$ cat config.mk
export PLATFORM = sky130hd
export DESIGN_NAME = memory_write_dword
export DESIGN_NICKNAME = d
export VERILOG_FILES = /design/src/rtl/memory_write_dword.sv
export SDC_FILE = /design/constraint.sdc
export NUM_CORES = 1
export LEC_CHECK = 0
export BUFFER_PORTS_ARGS = -buffer_cell sky130_fd_sc_hd__buf_2
export CELL_PAD_IN_SITES_DETAIL_PLACEMENT = 1
export CELL_PAD_IN_SITES_GLOBAL_PLACEMENT = 2
export CORE_ASPECT_RATIO = 0.8
export CORE_MARGIN = 2
export CORE_UTILIZATION = 35
export CTS_BUF_LIST = sky130_fd_sc_hd__clkbuf_4 sky130_fd_sc_hd__clkbuf_8 sky130_fd_sc_hd__clkbuf_16
export CTS_CLUSTER_SIZE = 40
export DETAILED_ROUTE_END_ITERATION = 10
export MAX_ROUTING_LAYER = met4
export PLACE_DENSITY_LB_ADDON = 0.15
export SLEW_MARGIN = 20
export SYNTH_ARGS = -nofsm -noshare
export SYNTH_HDL_FRONTEND = slang
export SYNTH_SLANG_ARGS = --single-unit
$ cat constraint.sdc
create_clock -name clk -period 5.9 [get_ports clk]
set_clock_uncertainty 0.15 [all_clocks]
set_input_delay 0.885 -clock clk [delete_from_list [all_inputs] [get_ports clk]]
set_output_delay 0.885 -clock clk [all_outputs]
set_load 0.03 [all_outputs]
$ cat src/rtl/memory_write_dword.sv
// Issues one 1-4 byte write piece as one or two dword-aligned bus writes with lane-shifted data.
// Latency: first beat registered one cycle after capture; req_done combinational in final accept cycle.
// Backpressure: avm_waitrequest stalls the current beat with all bus outputs held.
module memory_write_dword (
  input  logic        clk,
  input  logic        rst,
  input  logic        wr_reset,
  input  logic        req_do,
  output logic        req_done,
  input  logic [31:0] req_address,
  input  logic [2:0]  req_length,
  input  logic [31:0] req_data,
  output logic [29:0] avm_address,
  output logic        avm_write,
  output logic [31:0] avm_writedata,
  output logic [3:0]  avm_byteenable,
  input  logic        avm_waitrequest
);

  typedef enum logic [1:0] {IDLE, BEAT1, BEAT2} state_t;

  typedef struct packed {
    logic [29:0] addr;
    logic [31:0] wdata;
    logic [3:0]  be;
  } beat_t;

  state_t      state_q, state_d;
  beat_t       bus_q, bus_d, beat2_q, beat2_d;
  logic        need2_q, need2_d;
  logic        write_q, write_d;
  logic        abort_q, abort_d;
  logic        pend_q, pend_d;
  logic        accept;
  logic [1:0]  off;
  logic [7:0]  lane_mask;
  logic [63:0] lane_data;

  // Both beats are derived from one 8-lane view: low half is beat 1, high half beat 2.
  assign off       = req_address[1:0];
  assign lane_mask = ((8'd1 << req_length) - 8'd1) << off;
  assign lane_data = {32'd0, req_data} << {off, 3'b000};
  assign accept    = write_q & ~avm_waitrequest;

  always_comb begin
    state_d  = state_q;
    bus_d    = bus_q;
    beat2_d  = beat2_q;
    need2_d  = need2_q;
    write_d  = write_q;
    abort_d  = abort_q;
    pend_d   = 1'b0;
    req_done = pend_q;
    case (state_q)
      IDLE: begin
        abort_d = 1'b0;
        // The cycle carrying a pending zero-length done still sees req_do high; skip it.
        if (!pend_q && req_do && !wr_reset) begin
          if (req_length == 3'd0) begin
            pend_d = 1'b1;
          end else begin
            bus_d.addr    = req_address[31:2];
            bus_d.wdata   = lane_data[31:0];
            bus_d.be      = lane_mask[3:0];
            beat2_d.addr  = req_address[31:2] + 30'd1;
            beat2_d.wdata = lane_data[63:32];
            beat2_d.be    = lane_mask[7:4];
            need2_d       = |lane_mask[7:4];
            write_d       = 1'b1;
            state_d       = BEAT1;
          end
        end
      end
      BEAT1: begin
        if (wr_reset) abort_d = 1'b1;
        if (accept) begin
          if (need2_q) begin
            bus_d   = beat2_q;
            state_d = BEAT2;
          end else begin
            write_d  = 1'b0;
            abort_d  = 1'b0;
            state_d  = IDLE;
            req_done = ~abort_q & ~wr_reset;
          end
        end
      end
      BEAT2: begin
        if (wr_reset) abort_d = 1'b1;
        if (accept) begin
          write_d  = 1'b0;
          abort_d  = 1'b0;
          state_d  = IDLE;
          req_done = ~abort_q & ~wr_reset;
        end
      end
      default: begin
        write_d = 1'b0;
        abort_d = 1'b0;
        state_d = IDLE;
      end
    endcase
  end

  always_ff @(posedge clk) begin
    if (rst) begin
      state_q <= IDLE;
      bus_q   <= '0;
      beat2_q <= '0;
      need2_q <= 1'b0;
      write_q <= 1'b0;
      abort_q <= 1'b0;
      pend_q  <= 1'b0;
    end else begin
      state_q <= state_d;
      bus_q   <= bus_d;
      beat2_q <= beat2_d;
      need2_q <= need2_d;
      write_q <= write_d;
      abort_q <= abort_d;
      pend_q  <= pend_d;
    end
  end

  assign avm_address    = bus_q.addr;
  assign avm_writedata  = bus_q.wdata;
  assign avm_byteenable = bus_q.be;
  assign avm_write      = write_q;

endmodule

Yosys cells after proc, flatten, opt, wreduce, memory -nomap -nowiden
Index checks and enable logic that the tools add are counted.
Word-level totals
  logic and storage cells: 72
  bits of input ports: 72
  flip-flop bits (word level): 138
Cells by class
  reductions and logical operators: 13
  mux-type cells: 27
  shift-type cells: 3
  bitwise gates (word level): 8
  add/subtract/negate cells: 2
  equality and inequality tests: 8
Operator list (number)
  2-to-1 mux 66 bit: 4
  one-hot mux 66 bit (2 select lines): 1
  left shift 32 x 5 -> 64 bit: 1
  adder 30 x 1 -> 30 bit (second input constant): 1
  2-to-1 mux 1 bit: 13
  != test 2 bit (second input constant): 6
  2-to-1 mux 2 bit: 5
  AND reduction 5 bit: 2
  left shift 1 x 3 -> 8 bit (first input constant): 1
  left shift 8 x 2 -> 8 bit: 1
  subtractor 8 x 1 -> 8 bit (second input constant): 1
  inverter 1 bit: 6
  one-hot mux 2 bit (3 select lines): 1
  one-hot mux 1 bit (2 select lines): 2
  AND reduction 4 bit: 1
  OR reduction 4 bit: 1
  zero test 3 bit: 1
  one-hot mux 1 bit (3 select lines): 1
  AND reduction 3 bit: 1
  OR reduction 3 bit: 1
  bitwise AND 1 bit: 2
  equality test 2 x 1 -> 1 bit (second input constant): 1
  equality test 2 bit (second input constant): 1
  logical AND 1 bit: 2
  other kinds (3): 4

Logic depth before layout (Yosys ltp)
  word-level depth: 6
  gate-level depth with buffers: 10

Least setup slack after synthesis
No wires, ideal clock.
  path kind: input port to flip-flop
  start: input req_length[1]
  end: register need2_q
  stages: 7
  setup time: 91 ps
  arrival: 2552 ps
  path buffers: 0
  path slack: 3107 ps
  cell sequence: nor3_2 inv_1 ha_1 or4_1 a31oi_1 a31oi_1 a311oi_1
On the way
  cells in the longest elaborated chain, start to end: 4
Ends and longest elaborated chain
  from (decl): RTL line 11  | input logic [2:0] req_length,
  left shift 1 x 3 -> 8 bit: RTL line 41  | assign lane_mask = ((8'd1 << req_length) - 8'd1) << off;
  subtractor 8 x 1 -> 8 bit: RTL line 41
  left shift 8 x 2 -> 8 bit: RTL line 41
  OR reduction 4 bit: RTL line 68  | need2_d = |lane_mask[7:4];
  to (signal assigned): RTL line 118  | need2_q <= need2_d;
  to (decl): RTL line 30  | logic need2_q, need2_d;
Several ways; a longest one is shown, not always the timed one.
A chain may end at the register's enable or synchronous reset.

Final worst setup path
  start: register state_q[1]
  end: register bus_q, in the netlist avm_address[10]
On the way
  cells in the longest elaborated chain, start to end: 3
Ends and longest elaborated chain
  from (decl): RTL line 28  | state_t state_q, state_d;
  from (signal assigned): RTL line 115  | state_q <= state_d;
  equality test 2 x 1 -> 1 bit or zero test 2 bit (tied branches): RTL line 54  | case (state_q)
  != test 2 bit (no source line) or nonzero test 2 bit (tied branches)
  AND reduction 5 bit (no source line)
  to (signal assigned): RTL line 116  | bus_q <= bus_d;
  to (decl): RTL line 29  | beat_t bus_q, bus_d, beat2_q, beat2_d;
Several ways; a longest one is shown, not always the timed one.

==> results.md <==
* Initial Util at 35.8%
* Period utilization at 59.9%
* Die Y at 126 um
* Post-Syn Area at 0.00650 mm2
* Pre-CTS setup slack at 2.07 ns
* Finished Layout Cells at 1109
* Worst hold endpoint: avm_writedata[29]
* Synth cell types at 51
* CP Buf/Inv Count at 3
* Share of cells above drive strength 1 at 25.1%
* Asr flop ratio synth at 0%
* Pwr dens at 333 mW/mm2
* Post-CTS Setup Bufs at 0
* Initial antenna violation count at 0
* GR Overflow Total at 0
* Die W at 156 um
* DPL Wire Length at 14.4 mm
* Crit path max-delay family: compound AO/OA/AOI/OAI gates
* Crit path time final at 3.53 ns
* R2r startpoint: state_q[1]
* CTS Buf Count at 17
* Largest net degree at the start of global routing at 93
* CTS Hold Bufs at 0
* Number of max-cap violations at 0
* Hold Startpoint: avm_writedata[29]
* CTS Sinks at 130
* R2R cell count at 9
* Total core area at 0.0182 mm2
* Clk buf depth at 2
* GRT Total Usage at 22.7%
* Hold crit path type: reg -> reg
* FF-to-FF setup slack at 2.37 ns
* DRT antenna net count at 0
* Ordered cell list for the critical path: inv_1 -> ha_4 -> buf_16 -> and2_1 -> nor2b_1 -> o21a_2 -> buf_4 -> nor2_1 -> a211oi_1
* Drt wl/cell at 19.2 um
* Final Net Count at 943
* Final hold vios at 0
* CP peak stage delay at 0.72 ns
* Via Count at 6124
* Worst Hold Path Cells at 2
* Max Freq at 283 MHz
* Number of synthesized flops with an enable pin at 0
* Final Max Slew Viols at 0
* Vias per cell at 5.52
* Die area at 0.0197 mm2
* Final Core Density at 43.6%
* Status: completed
* I/O pin cnt at 140
* Global-route wire length before repair at 34.5 mm
* Syn Nets at 842
* Clk Latency, worst-skew pair at 0.42 ns
* Critical path peak fanout at 64
* Avg Synthesized Cell Area at 8.50 um2
* Worst R2R End: avm_address[10]
* WP data required at 6.08 ns
* RSZ-0062 raised after global routing: no
* Setup crit end kind: flop
* Final wirelength at 21.3 mm
* Pleak at 3.04 nW
* Seq cells post-synth at 130
* Worst path slowest cell: o21a_2
* Ant diodes at 0
* # resized after CTS at 0
* Setup_tns at 0 ns
* Dpl cells at 1076
* Root Buffer Master: clkbuf_16
* Max VDD drop at 0.170 mV
* Sequential area share after synthesis at 40.0%
* Warning count from the yosys run at 0
* Setup Crit Path Kind: reg -> reg
* Syn Inst Count at 765
* # setup viols final at 0
* FP Rows at 44
* Setup WS post-layout at 2.37 ns
* Hold WS at 0.300 ns
* H-tree depth at 4
* DR DRC count at 0
* Worst Setup Start Kind: flop
* Initial DRC count at 357
* GPL Wtd Cong at 0.845
* Clock slew at reported path FFs at 0.06 ns
* Vias in the first global route at 6236
* Slew @ Worst Pin at 0.982 ns
* Top_reg_cell synth: dfxtp_1
* Length of the first detailed-routing pass in iterations at 5
* PortBufs at 139
* Critical Path AT at 3.71 ns
* Max transition margin at 34.5%
* TritonCTS clock tree: yes
* Area Overhead vs Synth at 21.9%
cell families (layout without fill, tap and decap cells):
group	after synthesis	count (layout)	synth area share, %
XOR/XNOR	28	28	3.77
adder cells (fa/ha/maj)	5	5	0.963
AND/OR/NAND/NOR	308	308	22.6
flip-flops	130	130	40.0
multiplexers	58	58	9.40
buffers and inverters	72	186	4.52
AO/OA/AOI/OAI	164	164	18.7
how the worst max path moves through the flow:
stage / from / end / slack (ns) / depth (start not counted)
3_3_place_gp: state_q[1] / avm_address[12] / 2.26 / 8
3_5_place_dp: state_q[1] / avm_address[5] / 2.07 / 8
6_report: state_q[1] / avm_address[10] / 2.37 / 9
5_1_grt: state_q[1] / avm_address[10] / 2.03 / 9
4_1_cts: state_q[1] / avm_address[1] / 2.06 / 8
2_1_floorplan: req_length[1] / need2_q / 3.11 / 7
per-stage QoR:
stage	total power (W)	instance area, um2
detailed placement	0.00158	7300
floorplan	0.00140	6500
global placement	0.00156	7300
global route	0.00277	7920
CTS	0.00266	7890
finish	0.00264	7920
worst register-to-register path: cells and delay by family, from the launching register on:
family | cells | cell delay (ns)
AOI/OAI and AO/OA | 2 | 0.96
adders and majority gates | 1 | 0.40
buffers and inverters | 3 | 0.93
DFF | 1 | 0.33
and+or+nand+nor | 3 | 0.69
where the power goes:
| part | internal, W | switching, W | total, W |
|---|---|---|---|
| clock network | 0.000685 | 0.000393 | 0.00108 |
| logic | 0.000188 | 0.000373 | 0.000561 |
| registers | 0.000957 | 0.0000432 | 0.00100 |
| total | 0.00183 | 0.000809 | 0.00264 |
Yosys cell counts (all sizes together), types with 6 or more instances:
cell,count,area (um2)
mux2i,34,340
nand4,17,106
dfxtp,130,2600
a21oi,37,185
nand3,26,130
a211oi,61,458
and3,6,37.5
nand2,46,173
nor3,42,220
and2,11,68.8
o21ba,8,80.1
xor2,23,201
mux2,24,270
a221oi,33,289
clkbuf,51,191
nor2,122,458
nor2b,13,81.3
inv,7,26.3
buf,14,76.3
or4,9,67.6
sequential cells by signal, indices dropped and copies added (netlist names):
name and count:
beat2_q 58, avm_writedata 32, avm_address 30, avm_byteenable 4, state_q 2, abort_q 1
avm_write 1, need2_q 1, pend_q 1
routing by layer:
metal / GRT usage, % / part of all wire [%] / vias to the layer above
li1: - / - / 2993
met1: 32.8 / 50 / 2961
met2: 32.7 / 44 / 156
met3: 4.61 / 5.1 / 14
met4: 4.96 / 0.89 / 0
met5: - / 0 / -
area by class of cell:
cell class	count	area, um2
sequential	130	2600
tap	230	288
inverter	7	26.3
multi-input combinational	563	3630
clock inverter	11	136
timing repair buffer	147	778
fill	2176	10200
clock buffer	21	462
placed cells by master, fill, tap and decap left out, drive strengths merged, types with 6 or more instances in the layout:
cell type / instances
inv: 7
nor3: 42
a211oi: 61
xor2: 23
nand4: 17
and2: 11
nor2: 122
clkbuf: 21
nand2: 46
or4: 9
mux2i: 34
o21ba: 8
clkinv: 7
a21oi: 37
nand3: 26
buf: 147
a221oi: 33
and3: 6
dfxtp: 130
mux2: 24
nor2b: 13
(Power assumes the default switching activity.)
